<file path="config.mk">
export PLATFORM = sky130hd
export DESIGN_NAME = seg_scan_driver
export DESIGN_NICKNAME = d
export VERILOG_FILES = /design/src/rtl/seg_scan_driver.sv
export SDC_FILE = /design/constraint.sdc
export NUM_CORES = 1
export LEC_CHECK = 0
export BUFFER_PORTS_ARGS = -buffer_cell sky130_fd_sc_hd__buf_2
export CAP_MARGIN = 20
export CELL_PAD_IN_SITES_DETAIL_PLACEMENT = 0
export CELL_PAD_IN_SITES_GLOBAL_PLACEMENT = 1
export CORE_MARGIN = 2
export CORE_UTILIZATION = 47
export DETAILED_ROUTE_END_ITERATION = 16
export PLACE_DENSITY_LB_ADDON = 0.12
export SYNTH_ARGS = -nofsm -noshare
export SYNTH_HDL_FRONTEND = slang
export SYNTH_SLANG_ARGS = --single-unit
</file>
<file path="constraint.sdc">
create_clock -name clock -period 2.8 [get_ports clock]
set_input_delay 0.42 -clock clock [delete_from_list [all_inputs] [get_ports clock]]
set_output_delay 0.42 -clock clock [all_outputs]
set_load 0.05 [all_outputs]
</file>
<file path="src/rtl/seg_scan_driver.sv">
// Multiplexed 7-segment scan driver. Binary fields are captured on a load/busy
// handshake, converted serially to two BCD digits each, and committed atomically.
module seg_scan_driver #(
    parameter int FIELDS  = 2,
    parameter int FIELD_W = 6,
    parameter int CLK_DIV = 1024
) (
    input  logic                        clock,
    input  logic                        reset,
    input  logic [FIELDS*FIELD_W-1:0]   data_show,
    input  logic                        load,
    input  logic                        blank_zero,
    input  logic [2*FIELDS-1:0]         dp_mask,
    output logic                        busy,
    output logic                        overflow,
    output logic [2*FIELDS-1:0]         bytee,
    output logic [6:0]                  segment,
    output logic                        dp
);

    localparam int DIGITS = 2 * FIELDS;
    localparam int PRE_W  = (CLK_DIV > 1) ? $clog2(CLK_DIV) : 1;
    localparam int SLOT_W = $clog2(2 * DIGITS);
    localparam int DIG_W  = $clog2(DIGITS);
    localparam int FLD_W  = (FIELDS > 1) ? $clog2(FIELDS) : 1;
    localparam int BIT_W  = $clog2(FIELD_W);

    localparam logic [PRE_W-1:0]  PRE_LAST  = PRE_W'(CLK_DIV - 1);
    localparam logic [SLOT_W-1:0] SLOT_LAST = SLOT_W'(2 * DIGITS - 1);
    localparam logic [BIT_W-1:0]  BIT_LAST  = BIT_W'(FIELD_W - 1);
    localparam logic [FLD_W-1:0]  FLD_LAST  = FLD_W'(FIELDS - 1);
    localparam logic [3:0]        CODE_DASH = 4'hA;

    localparam logic [1:0] ST_IDLE   = 2'd0;
    localparam logic [1:0] ST_CONV   = 2'd1;
    localparam logic [1:0] ST_COMMIT = 2'd2;

    // One double-dabble step: correct both nibbles, then shift the next bit in.
    function automatic logic [7:0] dabble_step(input logic [7:0] acc, input logic bit_in);
        logic [3:0] ones;
        logic [3:0] tens;
        ones = (acc[3:0] >= 4'd5) ? (acc[3:0] + 4'd3) : acc[3:0];
        tens = (acc[7:4] >= 4'd5) ? (acc[7:4] + 4'd3) : acc[7:4];
        return {tens[2:0], ones, bit_in};
    endfunction

    function automatic logic field_over_99(input logic [FIELD_W-1:0] v);
        return ({{(8-FIELD_W){1'b0}}, v} > 8'd99);
    endfunction

    function automatic logic [6:0] seg_decode(input logic [3:0] code);
        logic [6:0] s;
        case (code)
            4'd0:      s = 7'h3F;
            4'd1:      s = 7'h06;
            4'd2:      s = 7'h5B;
            4'd3:      s = 7'h4F;
            4'd4:      s = 7'h66;
            4'd5:      s = 7'h6D;
            4'd6:      s = 7'h7D;
            4'd7:      s = 7'h07;
            4'd8:      s = 7'h7F;
            4'd9:      s = 7'h6F;
            CODE_DASH: s = 7'h40;
            default:   s = 7'h00;
        endcase
        return s;
    endfunction

    logic [PRE_W-1:0]   r_pre;
    logic [SLOT_W-1:0]  r_slot;
    logic [1:0]         r_state;
    logic               r_busy;
    logic [FLD_W-1:0]   r_fld;
    logic [BIT_W-1:0]   r_bit;
    logic [7:0]         r_acc;
    logic [FIELD_W-1:0] r_shadow [FIELDS];
    logic [7:0]         r_res    [FIELDS];
    logic [7:0]         r_buf    [FIELDS];
    logic [FIELDS-1:0]  r_ovf_pend;
    logic [FIELDS-1:0]  r_buf_ovf;
    logic               r_overflow;
    logic [DIGITS-1:0]  r_bytee;
    logic [6:0]         r_segment;
    logic               r_dp;

    logic [FIELD_W-1:0] w_cur_field;
    logic [7:0]         w_acc_next;
    logic [FIELDS-1:0]  w_ovf_cap;
    logic [DIG_W-1:0]   w_dig;
    logic [SLOT_W-1:0]  w_fld_wide;
    logic [FLD_W-1:0]   w_fld;
    logic               w_tens;
    logic               w_active;
    logic [3:0]         w_nib;
    logic               w_dig_ovf;
    logic [3:0]         w_code;
    logic               w_blank;
    logic [DIGITS-1:0]  w_onehot;

    // Prescaler and scan slot counters.
    always_ff @(posedge clock) begin
        if (reset) begin
            r_pre  <= '0;
            r_slot <= '0;
        end else if (r_pre == PRE_LAST) begin
            r_pre  <= '0;
            r_slot <= (r_slot == SLOT_LAST) ? '0 : (r_slot + SLOT_W'(1));
        end else begin
            r_pre  <= r_pre + PRE_W'(1);
        end
    end

    // Conversion datapath: the current field's MSB feeds the accumulator.
    always_comb begin
        w_cur_field = r_shadow[r_fld];
        w_acc_next  = dabble_step(r_acc, w_cur_field[FIELD_W-1]);
        w_ovf_cap   = '0;
        for (int k = 0; k < FIELDS; k++) begin
            w_ovf_cap[k] = field_over_99(data_show[k*FIELD_W +: FIELD_W]);
        end
    end

    // Capture, serial conversion and atomic commit into the display buffer.
    always_ff @(posedge clock) begin
        if (reset) begin
            r_state    <= ST_IDLE;
            r_busy     <= 1'b0;
            r_fld      <= '0;
            r_bit      <= '0;
            r_acc      <= 8'd0;
            r_ovf_pend <= '0;
            r_buf_ovf  <= '0;
            for (int k = 0; k < FIELDS; k++) begin
                r_shadow[k] <= '0;
                r_res[k]    <= 8'd0;
                r_buf[k]    <= 8'd0;
            end
        end else begin
            case (r_state)
                ST_IDLE: begin
                    if (load) begin
                        for (int k = 0; k < FIELDS; k++) begin
                            r_shadow[k] <= data_show[k*FIELD_W +: FIELD_W];
                        end
                        r_ovf_pend <= w_ovf_cap;
                        r_fld      <= '0;
                        r_bit      <= '0;
                        r_acc      <= 8'd0;
                        r_busy     <= 1'b1;
                        r_state    <= ST_CONV;
                    end
                end
                ST_CONV: begin
                    r_shadow[r_fld] <= {w_cur_field[FIELD_W-2:0], 1'b0};
                    if (r_bit == BIT_LAST) begin
                        r_res[r_fld] <= w_acc_next;
                        r_acc        <= 8'd0;
                        r_bit        <= '0;
                        if (r_fld == FLD_LAST) begin
                            r_state <= ST_COMMIT;
                        end else begin
                            r_fld   <= r_fld + FLD_W'(1);
                        end
                    end else begin
                        r_acc <= w_acc_next;
                        r_bit <= r_bit + BIT_W'(1);
                    end
                end
                ST_COMMIT: begin
                    for (int k = 0; k < FIELDS; k++) begin
                        r_buf[k] <= r_res[k];
                    end
                    r_buf_ovf <= r_ovf_pend;
                    r_busy    <= 1'b0;
                    r_state   <= ST_IDLE;
                end
                default: begin
                    r_busy  <= 1'b0;
                    r_state <= ST_IDLE;
                end
            endcase
        end
    end

    // Slot decode: slot/2 is the digit, slot/4 its field, slot bit 1 selects tens.
    always_comb begin
        w_dig      = r_slot[SLOT_W-1:1];
        w_fld_wide = r_slot >> 2'd2;
        w_fld      = w_fld_wide[FLD_W-1:0];
        w_tens     = r_slot[1];
        w_active   = ~r_slot[0];
        w_nib      = w_tens ? r_buf[w_fld][7:4] : r_buf[w_fld][3:0];
        w_dig_ovf  = r_buf_ovf[w_fld];
        w_code     = w_dig_ovf ? CODE_DASH : w_nib;
        w_blank    = w_tens & blank_zero & (w_nib == 4'd0) & ~w_dig_ovf;
        w_onehot   = {{(DIGITS-1){1'b0}}, 1'b1} << w_dig;
    end

    // Registered pin drivers; guard slots force everything dark.
    always_ff @(posedge clock) begin
        if (reset) begin
            r_bytee    <= '0;
            r_segment  <= 7'h00;
            r_dp       <= 1'b0;
            r_overflow <= 1'b0;
        end else begin
            r_overflow <= (r_state == ST_COMMIT) ? (|r_ovf_pend) : (|r_buf_ovf);
            if (w_active) begin
                r_bytee   <= w_onehot;
                r_segment <= w_blank ? 7'h00 : seg_decode(w_code);
                r_dp      <= dp_mask[w_dig];
            end else begin
                r_bytee   <= '0;
                r_segment <= 7'h00;
                r_dp      <= 1'b0;
            end
        end
    end

    assign busy     = r_busy;
    assign overflow = r_overflow;
    assign bytee    = r_bytee;
    assign segment  = r_segment;
    assign dp       = r_dp;

endmodule

</file>
# Word-level counts from Yosys, hierarchy flattened

Memories as Yosys holds them, arrays and structs flattened. A register that Yosys moved wholly into a read port is not among the register bits.
Cells that the tools add are included.
W data, S select, Z words.

Bits in read-only memories: 112
RAM bits: 44
Input bits: 20
Memories kept: 4
Logic and storage cells: 107
Output and inout bits: 14
Latch bits: 0
Register bits after elaboration: 33

$lt $le $gt $ge: 4
Bitwise logic cells: 9
Divide/modulo/power cells: 0
Add/sub/neg operators: 6
Multiplexer cells: 54
Shift operators: 1
Reductions and logical operators: 12
Equal/unequal tests: 8
Multiply operators: 0

Memories:

| name            | depth | bits a word | read ports | clocked after memory_dff | wr ports | line | text |
|---|---|---|---|---|---|---|---|
| (no name shown) | 16    | 7           | 1          | 1                        | 0        | 53   | `case (code)` |
| r_buf           | 2     | 8           | 1          | 1                        | 2        | 79   | `logic [7:0] r_buf [FIELDS];` |
| r_res           | 2     | 8           | 2          | 0                        | 2        | 78   | `logic [7:0] r_res [FIELDS];` |
| r_shadow        | 2     | 6           | 1          | 1                        | 2        | 77   | `logic [FIELD_W-1:0] r_shadow [FIELDS];` |

Operators by type and width:

| kind                    | count |
|---|---|
| $mux W8                 | 5 |
| $mux W1                 | 30 |
| $mux W6                 | 3 |
| $pmux W8 S2             | 1 |
| $mux W3                 | 4 |
| $mux W4                 | 3 |
| $add A10 B1 Y10 const B | 1 |
| $eq A10 B10 Y1 const B  | 1 |
| $ge A4 B3 Y1 const B    | 2 |
| $reduce_or A8 Y1        | 1 |
| $add A3 B1 Y3 const B   | 2 |
| $eq A3 B3 Y1 const B    | 2 |
| $mux W2                 | 3 |
| $ne A2 B2 Y1 const B    | 3 |
| $pmux W3 S2             | 1 |
| $reduce_and A3 Y1       | 2 |
| $reduce_or A6 Y1        | 1 |
| $add A4 B2 Y4 const B   | 1 |
| $logic_not A4 Y1        | 1 |
| $or A1 B1 Y1            | 4 |
| $pmux W1 S2             | 2 |
| $pmux W2 S2             | 1 |
| $reduce_and A2 Y1       | 2 |
| $reduce_or A2 Y1        | 2 |
| 13 further kinds        | 16 |

# Depth between registers and ports, before layout

Word-level depth: 7
Gate-level depth with buffers: 8
Gate-level depth less buffers: 7

# Least setup slack after synthesis

Ideal clock, no wire load.

Kind: reg2reg
Start: register (tool-made name)
End: register r_segment[6] (netlist: segment[6])
Path buffers: 1
Arrival time: 1934 ps
Required time: 2667 ps
Slack: 733 ps
Cell stages (with the launch flop): 8
Period minus slack after synthesis: 2067 ps
Setup time: 133 ps
Cells stage by stage: dfxtp_1 buf_6 mux4_1 inv_1 ha_1 nand3_1 o31ai_2 nor2_1

RTL lines:

| what             | line | text |
|---|---|---|
| end: declaration | 84   | `logic [6:0] r_segment;` |

==> flow_metrics.tcl <==
set metrics [dict create \
    synth.cell_area_um2 3770 \
    netSwitchingFraction_pct 21.9 \
    antenna_cells 0 \
    vdd_drop_max_mv 0.287 \
    root_buffer "clkbuf_8" \
    clock_skew_ns 0.00742 \
    p_leak_nw 1.63 \
    pwr-share-clk_pct 39.5 \
    clk_pin_slew_ns 0.08 \
    grt_start_max_net_pins 21 \
    ant_nets 0 \
    drive_above_1_share_pct 16.4 \
    hold_path_end "r_shadow[1][0]$_SDFFE_PP0P_" \
    whs_path_depth 3 \
    antenna_found_initial 0 \
    cts.sinks 86 \
    wl_mm 6.18 \
    dp.cells 470 \
    track_usage_pct 15.6 \
    share_seq_of_total_power_pct 53.7 \
    synth_area_leader_cell "edfxtp_1" \
    final_cell_area_um2 4240 \
    avgViaCountPerCell 4.99 \
    rsz0062_at_grt "no" \
    critPathLaunchType "flop" \
    drt_iter0_drc 79 \
    power_mw 2.57 \
    place_hpwl_mm 4.37 \
    synth-seq-cells 86 \
    period_needed_ns 2.34 \
    cp.required_ns 3.02 \
    synth.distinct_cells 47 \
    core_area_um2 7730 \
    detailedPlace.worstSlack_ns 0.450 \
    drc 0 \
    synth.net_count 380 \
    synth_area_leaders "edfxtp_1 33%, dfxtp_1 23%, nor2_1 5.1%" \
    path_class "reg -> reg" \
    cts_hold_buf 0 \
    portBuffers 32 \
    fillers 694 \
    tns_ns 0 \
    grt_overflow_total 0 \
    ctsLongestPathBuffers 2 \
    stdcell_count 486 \
    rr_worst_depth 6 \
    ys_seq_area_share_pct 56.9 \
    final_util_pct 54.9 \
    seq_area_um2 2140 \
    worstReg2RegEnd "segment[3]$_SDFF_PP0_" \
    num_rows 32 \
    hp-class "in -> reg" \
    avgSynthCellArea_um2 10.9 \
    place_area_um2 4010 \
    multi_input_area_um2 1510 \
    power_density_nw_per_um2 607 \
    crit_fanout 7 \
    cellInternalPower_mw 2.01 \
    final_cell_mix "51 x nor2_1, 44 x dfxtp_1, 42 x edfxtp_1" \
    initial_core_util_pct 48.7 \
    tritoncts "done" \
    fin_crit_sh_pct 83.4 \
    netlist_instances 347 \
    worst_slew_pin_slew_ns 0.826 \
    cts_buffers 9 \
    hold_viol 0 \
    fmax_ghz 0.428 \
    syn2layout_area_growth_pct 12.6 \
    synth_top_cell_area_share_pct 33.5 \
    status "complete, no violations" \
    final.setup.worst_slack_ns 0.464 \
    cp.arrival_ns 2.55 \
    gp_congestion 0.752 \
    post-cts-setup-buffers 0 \
    clk_latency_ns 0.35 \
    maxCapViolations 0 \
    endpoint_kind "flop" \
    wl_per_cell_um 12.7 \
    yosysWarnings 0 \
    combPwrFrac_pct 6.8 \
    max_slew_margin_pct 44.4 \
    io_pins 34 \
    grt_pass1_vias 2348 \
    slew_violations 0 \
    firstDrtPassIters 4 \
    grt_pass1_wl_mm 10.6 \
    holdWs_ns 0.304 \
    mostFrequentLayoutCell "nor2_1" \
    setup_viol 0 \
    die_w_um 93.5 \
    fin_nets 412 \
    p_sw_uw 563 \
    cts_resized 0 \
    die_h_um 93.5 \
    rrSetupSlack_ns 0.46 \
    htree_num_levels 3 \
    hold_start "data_show[6]" \
    vias 2427 \
    die-area_um2 8750 \
]
==> worst max-delay path by stage <==
| stage | cells after the start | endpoint |
|---|---|---|
| after detailed placement | 6 | segment[6]$_SDFF_PP0_ |
| after CTS | 6 | segment[6]$_SDFF_PP0_ |
| after global placement | 6 | segment[6]$_SDFF_PP0_ |
| final | 6 | segment[3]$_SDFF_PP0_ |
| after floorplan | 7 | segment[6]$_SDFF_PP0_ |
| after global routing | 6 | segment[3]$_SDFF_PP0_ |
==> cell usage after synthesis, drive strengths merged <==
library cell,n
a22oi,1
ha,13
o21bai,1
o21a,1
nand2,26
and2,18
nor3,6
xnor2,7
xor2,3
edfxtp,42
or2,5
inv,9
nor4,1
o21ai,19
nor2b,1
and3b,1
buf,8
mux2i,14
a21boi,1
nand3b,3
nor4b,1
dfxtp,44
conb,1
nand3,9
and3,2
mux2,6
o211ai,1
nand4,1
nor3b,4
clkbuf,7
nand2b,10
o31ai,1
or3,1
mux4,3
nor2,51
a21oi,20
a2bb2oi,4
clkinv,1
==> worst max-delay path: stages, from the launching register on <==
cell,delay [ns]
dfxtp_1,0.50
mux4_1,0.68
inv_1,0.16
ha_1,0.21
nand3_1,0.10
o31ai_2,0.48
a21oi_1,0.08
==> registers in the layout (all words and copies together), names as in the netlist, named ones only <==
signal    count
r_fld         1
r_bit         3
dp            1
r_buf        16
r_shadow     12
r_pre        10
r_acc         8
r_res        16
r_state       2
segment       7
bytee         4
r_slot        3
busy          1
==> layout make-up <==
cell class	count	area share [%]
inverter	10	0.914
sequential	86	50.5
clock buffer	9	2.92
multi-input combinational	236	35.5
clock inverter	7	2.65
tap	102	3.01
timing repair buffer	36	4.48
==> routing by layer <==
metal  GRT usage [%]  vias to the layer above  share of wire (%)
li1                -                     1254                  -
met1            20.0                     1112                 48
met2            24.8                       49                 46
met3            3.30                       12                3.9
met4            8.46                        0                2.2
met5               0                        -                  0
==> kinds of logic (layout without fill, tap and decap cells) <==
group                      count (synthesis)  after routing  share of synthesized area [%]
adders and majority gates                 13             13                           4.32
other                                      1              1                         0.0996
buffers and inverters                     25             62                           3.12
AOI/OAI and AO/OA                         49             49                           7.44
and+or+nand+nor                          140            140                           18.2
DFF                                       86             86                           56.9
xor gates and xnor gates                  10             10                           2.33
muxes                                     23             23                           7.61
==> power by group through the flow <==
| stage | clock network, mW | registers [mW] | logic, mW |
|---|---|---|---|
| floorplan | 0 | 1.44 | 0.100 |
| global placement | 0 | 1.41 | 0.175 |
| detailed placement | 0 | 1.41 | 0.176 |
| CTS | 1.04 | 1.38 | 0.177 |
| global route | 1.09 | 1.39 | 0.196 |
| finish | 1.02 | 1.38 | 0.175 |
No activity file was read; power rests on OpenSTA's default activity.
